--- config.mk ---
export PLATFORM = sky130hd
export DESIGN_NAME = pair_triple_detector_seq
export DESIGN_NICKNAME = d
export VERILOG_FILES = /design/src/rtl/pair_triple_detector_seq.sv
export SDC_FILE = /design/constraint.sdc
export NUM_CORES = 1
export LEC_CHECK = 0
export BUFFER_PORTS_ARGS = -buffer_cell sky130_fd_sc_hd__buf_2
export CAP_MARGIN = 25
export CORE_MARGIN = 2
export CORE_UTILIZATION = 40
export DETAILED_ROUTE_END_ITERATION = 10
export PLACE_DENSITY = 0.7
export SYNTH_ARGS = -nofsm -noshare
export SYNTH_HDL_FRONTEND = slang
export SYNTH_SLANG_ARGS = --single-unit
--- constraint.sdc ---
create_clock -name clk -period 3.65 [get_ports clk]
set_input_delay 0.1825 -clock clk [delete_from_list [all_inputs] [get_ports clk]]
set_output_delay 0.1825 -clock clk [all_outputs]
set_load 0.02 [all_outputs]
--- src/rtl/pair_triple_detector_seq.sv ---
// Registered pair/triple/threshold detector with a hold/debounce FSM driving `stable`.
// Define PTD_EVENT_COUNT_EN to build the saturating counter of `stable` rising edges.
module pair_triple_detector_seq #(
  parameter int unsigned NBITS = 8,
  parameter int unsigned HOLD  = 2,
  parameter int unsigned CNT_W = 8,
  localparam int unsigned PW   = $clog2(NBITS + 1)
) (
  input  logic             clk,
  input  logic             rst,
  input  logic             in_val,
  input  logic [NBITS-1:0] in_bits,
  input  logic [PW-1:0]    thresh,
  input  logic             clr,
  output logic [PW-1:0]    popcnt,
  output logic             pair,
  output logic             triple,
  output logic             match,
  output logic             stable,
  output logic [CNT_W-1:0] event_count
);

  localparam int unsigned RW = $clog2(HOLD + 1);

  typedef enum logic [1:0] {
    StIdle   = 2'd0,
    StArm    = 2'd1,
    StStable = 2'd2
  } state_e;

  state_e        state_q, state_d;
  logic [RW-1:0] run_q, run_d;
  logic [PW-1:0] popcnt_q, popcnt_d;
  logic          pair_q, pair_d;
  logic          triple_q, triple_d;
  logic          match_q, match_d;
  logic          stable_q, stable_d;

  logic [PW-1:0] pop_now;
  logic          match_now;

  always_comb begin
    pop_now = '0;
    for (int i = 0; i < int'(NBITS); i++) begin
      pop_now = pop_now + PW'(in_bits[i]);
    end
  end

  // Popcount never exceeds NBITS, so thresholds above NBITS never match.
  assign match_now = (pop_now >= thresh);

  always_comb begin
    popcnt_d = popcnt_q;
    pair_d   = pair_q;
    triple_d = triple_q;
    match_d  = match_q;
    if (in_val) begin
      popcnt_d = pop_now;
      pair_d   = (pop_now >= PW'(2));
      triple_d = (pop_now >= PW'(3));
      match_d  = match_now;
    end
  end

  // Gaps (in_val=0) leave state and run untouched, so a run survives idle cycles.
  always_comb begin
    state_d = state_q;
    run_d   = run_q;
    if (in_val) begin
      unique case (state_q)
        StIdle: begin
          if (match_now) begin
            if (HOLD == 1) begin
              state_d = StStable;
            end else begin
              state_d = StArm;
              run_d   = RW'(1);
            end
          end
        end
        StArm: begin
          if (match_now) begin
            run_d = run_q + RW'(1);
            if (run_d == RW'(HOLD)) begin
              state_d = StStable;
            end
          end else begin
            state_d = StIdle;
            run_d   = '0;
          end
        end
        StStable: begin
          if (!match_now) begin
            state_d = StIdle;
            run_d   = '0;
          end
        end
        default: begin
          state_d = StIdle;
          run_d   = '0;
        end
      endcase
    end
  end

  assign stable_d = (state_d == StStable);

  always_ff @(posedge clk) begin
    if (rst) begin
      state_q  <= StIdle;
      run_q    <= '0;
      popcnt_q <= '0;
      pair_q   <= 1'b0;
      triple_q <= 1'b0;
      match_q  <= 1'b0;
      stable_q <= 1'b0;
    end else begin
      state_q  <= state_d;
      run_q    <= run_d;
      popcnt_q <= popcnt_d;
      pair_q   <= pair_d;
      triple_q <= triple_d;
      match_q  <= match_d;
      stable_q <= stable_d;
    end
  end

  assign popcnt = popcnt_q;
  assign pair   = pair_q;
  assign triple = triple_q;
  assign match  = match_q;
  assign stable = stable_q;

`ifdef PTD_EVENT_COUNT_EN
  logic [CNT_W-1:0] cnt_q, cnt_d;
  logic             enter_stable;

  assign enter_stable = (state_q != StStable) && (state_d == StStable);

  // Clear takes priority over a concurrent increment.
  always_comb begin
    cnt_d = cnt_q;
    if (clr) begin
      cnt_d = '0;
    end else if (enter_stable && (cnt_q != {CNT_W{1'b1}})) begin
      cnt_d = cnt_q + CNT_W'(1);
    end
  end

  always_ff @(posedge clk) begin
    if (rst) begin
      cnt_q <= '0;
    end else begin
      cnt_q <= cnt_d;
    end
  end

  assign event_count = cnt_q;
`else
  logic unused_clr;
  assign unused_clr  = clr;
  assign event_count = '0;
`endif

endmodule

## Yosys cells after proc, flatten, opt, wreduce, memory -nomap -nowiden

Cells that the tools add are included.

- Register bits after elaboration: 12
- Word-level logic and storage cells: 36
- Input port bits: 16
- Output and inout bits: 16

- Magnitude comparators: 3
- Reductions and logical operators: 2
- Equal/unequal tests: 6
- Mux-type cells: 10
- Add/subtract/negate cells: 8

Operators by type and width:

| kind | number |
|---|---|
| $add 4x1->4 | 4 |
| $mux 2 | 8 |
| $pmux 2 s3 | 2 |
| $ge 4x2->1 const B | 2 |
| $eq 2x2->1 const B | 3 |
| $add 3x1->4 | 1 |
| $ge 4x4->1 | 1 |
| $ne 2x2->1 const B | 2 |
| $add 2x1->3 | 1 |
| $reduce_and 3->1 | 1 |
| $add 1x1->2 | 1 |
| $add 2x1->2 const B | 1 |
| $eq 2x1->1 const B | 1 |
| $logic_not 2->1 | 1 |

## Depth between registers and ports, before layout

- Word-level depth: 12
- Depth in mapped cells: 13
- Mapped depth without buffers: 13

## Least setup slack after synthesis

OpenSTA, ideal clock, no wires.

- Kind: input-to-reg
- From: input in_bits[0]
- To: register run_q[1]
- Stages on the path: 12
- Library setup time: 0.127 ns
- Setup slack: 0.145 ns
- Required time: 3.523 ns
- Arrival time: 3.379 ns
- Cells stage by stage: fa_1 -> inv_1 -> fa_1 -> fa_1 -> inv_1 -> ha_1 -> fa_1 -> ha_1 -> a2111oi_4 -> a21oi_2 -> a41oi_1 -> o31ai_2

- Word-level cells in the longest chain between the ends: 10
- Elaborated cells on any way between the ends: 13

Ends and longest elaborated chain:

| item | RTL line | RTL |
|---|---|---|
| start, declared | 12 | `input logic [NBITS-1:0] in_bits,` |
| $add 1x1->2 (*) | 45 | `pop_now = pop_now + PW'(in_bits[i]);` |
| $add 2x1->3 (*) | 45 |  |
| $add 3x1->4 (*) | 45 |  |
| $add 4x1->4 (*) (4 in series) | 45 |  |
| via pop_now[1] | 39 | `logic [PW-1:0] pop_now;` |
| $ge 4x4->1 (*) | 50 | `assign match_now = (pop_now >= thresh);` |
| $mux 2 / $ne 2x2->1 (equally long branches) | -- |  |
| $pmux 2 s3 / $reduce_and 3->1 (equally long branches) | -- |  |
| end signal, assigned | 119 | `run_q <= run_d;` |
| end, declared | 32 | `logic [RW-1:0] run_q, run_d;` |

The timed path passes the listed nets; every way through them passes the cells marked *.
A chain may end at the register's enable or synchronous reset.

## Worst setup path after layout

Same ends and word-level chain as after synthesis.

==> flow_metrics.tcl <==
set metrics [dict create \
    die_h_um 50.2 \
    rsz0062_at_grt "no" \
    fp-row-count 16 \
    crit_fanout 7 \
    reg2reg_slack_ns 2.55 \
    hpwl_mm 1.25 \
    ios 32 \
    cts_buffer_depth 2 \
    cts.sinks 12 \
    via_count 732 \
    fp.coreArea_sq_um 1980 \
    internal_power_mw 0.332 \
    grt_pass1_wl_mm 2.66 \
    seq_area_sq_um 240 \
    cts_hold_buf 0 \
    drive_gt1_frac 0.288 \
    layout_setup_ws_ns 0.167 \
    p_seq_frac 0.305 \
    syn_area_sq_um 853 \
    drtIter0Drc 28 \
    hp-start "rst" \
    power.density_nw_per_um2 521 \
    min_to "run_q[0]" \
    yosysUniqueCellTypes 28 \
    ctsRootBufferMaster "clkbuf_4" \
    worst_setup_path_end_kind "flop" \
    setup_viol 0 \
    rr_startpoint "run_q[1]" \
    worst-setup-path-type "in -> reg" \
    firstDrtPassIters 4 \
    holdPathStages 2 \
    r2r_cells 5 \
    synth_cells 99 \
    period_minus_slack_ns 3.48 \
    crit_required_ns 3.85 \
    peakVddDrop_mv 0.232 \
    status "finished, final reports clean" \
    report.final.hold_viol_count 0 \
    synth-seq-area-share 0.282 \
    drc 0 \
    syn_area_per_cell_sq_um 8.62 \
    h-tree-depth 1 \
    swShare 0.383 \
    total_power_mw 0.538 \
    synth_edf_count 0 \
    nFillCells 185 \
    yosys_warnings 0 \
    fp.dieW_um 50.2 \
    skew_ns 0.00130 \
    cts-buffers-inserted 3 \
    startpoint_type "primary input" \
    p_clk_frac 0.203 \
    synthArstFlopShare 0 \
    multi_input_area_sq_um 533 \
    layout.cells.non_filler 152 \
    maxSlewViolCount 0 \
    fin_crit_sh 0.954 \
    fmax_mhz 287 \
    insertion_delay_ns 0.28 \
    leakage_nw 0.525 \
    placed_cells 148 \
    wl_per_cell_um 10.7 \
    dieArea_sq_um 2520 \
    postRouteAntennaNets 0 \
    drv_cap 0 \
    synth_seq_cells 12 \
    nets 154 \
    port_buffers 22 \
    hold_path_class "in -> reg" \
    diodes 0 \
    initial_core_util 0.431 \
    crit_arrival_ns 3.68 \
    first_global_vias 642 \
    final_cell_mix "buf_2, inv_1, dfxtp_1, nor2_1" \
    syn2layout_area_growth_pct 21.0 \
    pre_cts_slack_ns -0.143 \
    net-switching-power_mw 0.206 \
    r2r-end "run_q[1]" \
    grt_max_degree 14 \
    ys.flop_type "dfxtp_1" \
    drt_wl_total_mm 1.63 \
    power_frac_comb 0.492 \
    clk_pin_slew_worst_paths_ns 0.08 \
    tritoncts "yes" \
    grt_antenna_before_repair 0 \
    track_usage 0.138 \
    via_per_inst 4.82 \
    cp-startpoint "in_bits[0]" \
    final_common_cell "buf_2" \
    gp_routability_congestion 0.734 \
    hold_slack_ns 0.227 \
    grt-ovfl-total 0 \
]
## how the worst max path moves through the flow
stage | slack, ns | to
global placement | -0.05 | run_q[1]
detailed placement | -0.14 | run_q[1]
global route | 0.02 | state_q[1]
finish | 0.17 | run_q[1]
floorplan | 0.14 | run_q[1]
CTS | 0.12 | state_q[1]
## state kept, by name, indices dropped and copies added, names as in the netlist
signal,cells
match,1
stable,1
state_q,2
popcnt,4
triple,1
run_q,2
pair,1
## power groups by stage
stage | combinational [mW] | clock, mW | sequential [mW]
finish | 0.265 | 0.109 | 0.164
global route | 0.291 | 0.116 | 0.167
CTS | 0.255 | 0.109 | 0.163
detailed placement | 0.252 | 0 | 0.166
global placement | 0.240 | 0 | 0.166
floorplan | 0.166 | 0 | 0.182
## per-layer routing
layer,wire (um),global-route usage,vias up,part of all wire
li1,-,-,362,-
met1,700,0.164,337,0.43
met2,813,0.246,27,0.50
met3,81,0.0179,6,0.050
met4,32,0.0556,0,0.020
met5,0,0,-,0
## what timing repair did
action                                 in CTS  in global routing
resized for setup                           0                  3
setup endpoints to repair                   0                  4
setup buffers                               0                  0
endpoints found under the hold margin       0                  0
## critical path, stage by stage
cell,delay (ns)
buf_2,0.11
fa_1,0.53
inv_1,0.05
fa_1,0.45
fa_1,0.49
inv_1,0.04
ha_1,0.19
fa_1,0.47
ha_1,0.33
a2111oi_4,0.36
a21oi_4,0.11
xor2_1,0.17
o31ai_2,0.18
## synthesized netlist by cell type (2+ instances only)
library cell,n,share of area
inv_1,14,0.062
nor3_1,2,0.012
nor2_1,9,0.040
mux2i_1,3,0.035
xor2_1,2,0.021
fa_1,4,0.094
o21ai_1,4,0.023
dfxtp_1,12,0.28
nand2_1,7,0.031
ha_1,8,0.12
nor2b_1,3,0.022
buf_4,8,0.070
a21oi_1,7,0.041
a31oi_1,2,0.015
## through the flow
step           setup TNS (ns)   util  area, sq um
6_report                    0  0.521         1030
5_1_grt                     0  0.521         1030
4_1_cts                     0  0.511         1010
3_5_place_dp           -0.522  0.493          977
3_3_place_gp           -0.128  0.493          977
2_1_floorplan               0      -          880
## area by class of cell
type | count | share of cell area
multi-input cells | 69 | 0.516
repair buffers | 25 | 0.128
flip-flops and latches | 12 | 0.233
clock buffers | 4 | 0.0352
well taps | 27 | 0.0327
inverters | 15 | 0.0545
## cells by family after synthesis
logic type / after synthesis / share of synthesized area
AO/OA/AOI/OAI: 18 / 0.152
flip-flops: 12 / 0.282
AND/OR/NAND/NOR: 26 / 0.148
XOR/XNOR: 2 / 0.0205
multiplexers: 3 / 0.0352
adder cells (fa/ha/maj): 12 / 0.211
other: 1 / 0.00439
buffers and inverters: 25 / 0.147
Note: power is estimated with default switching activity, not from simulation.
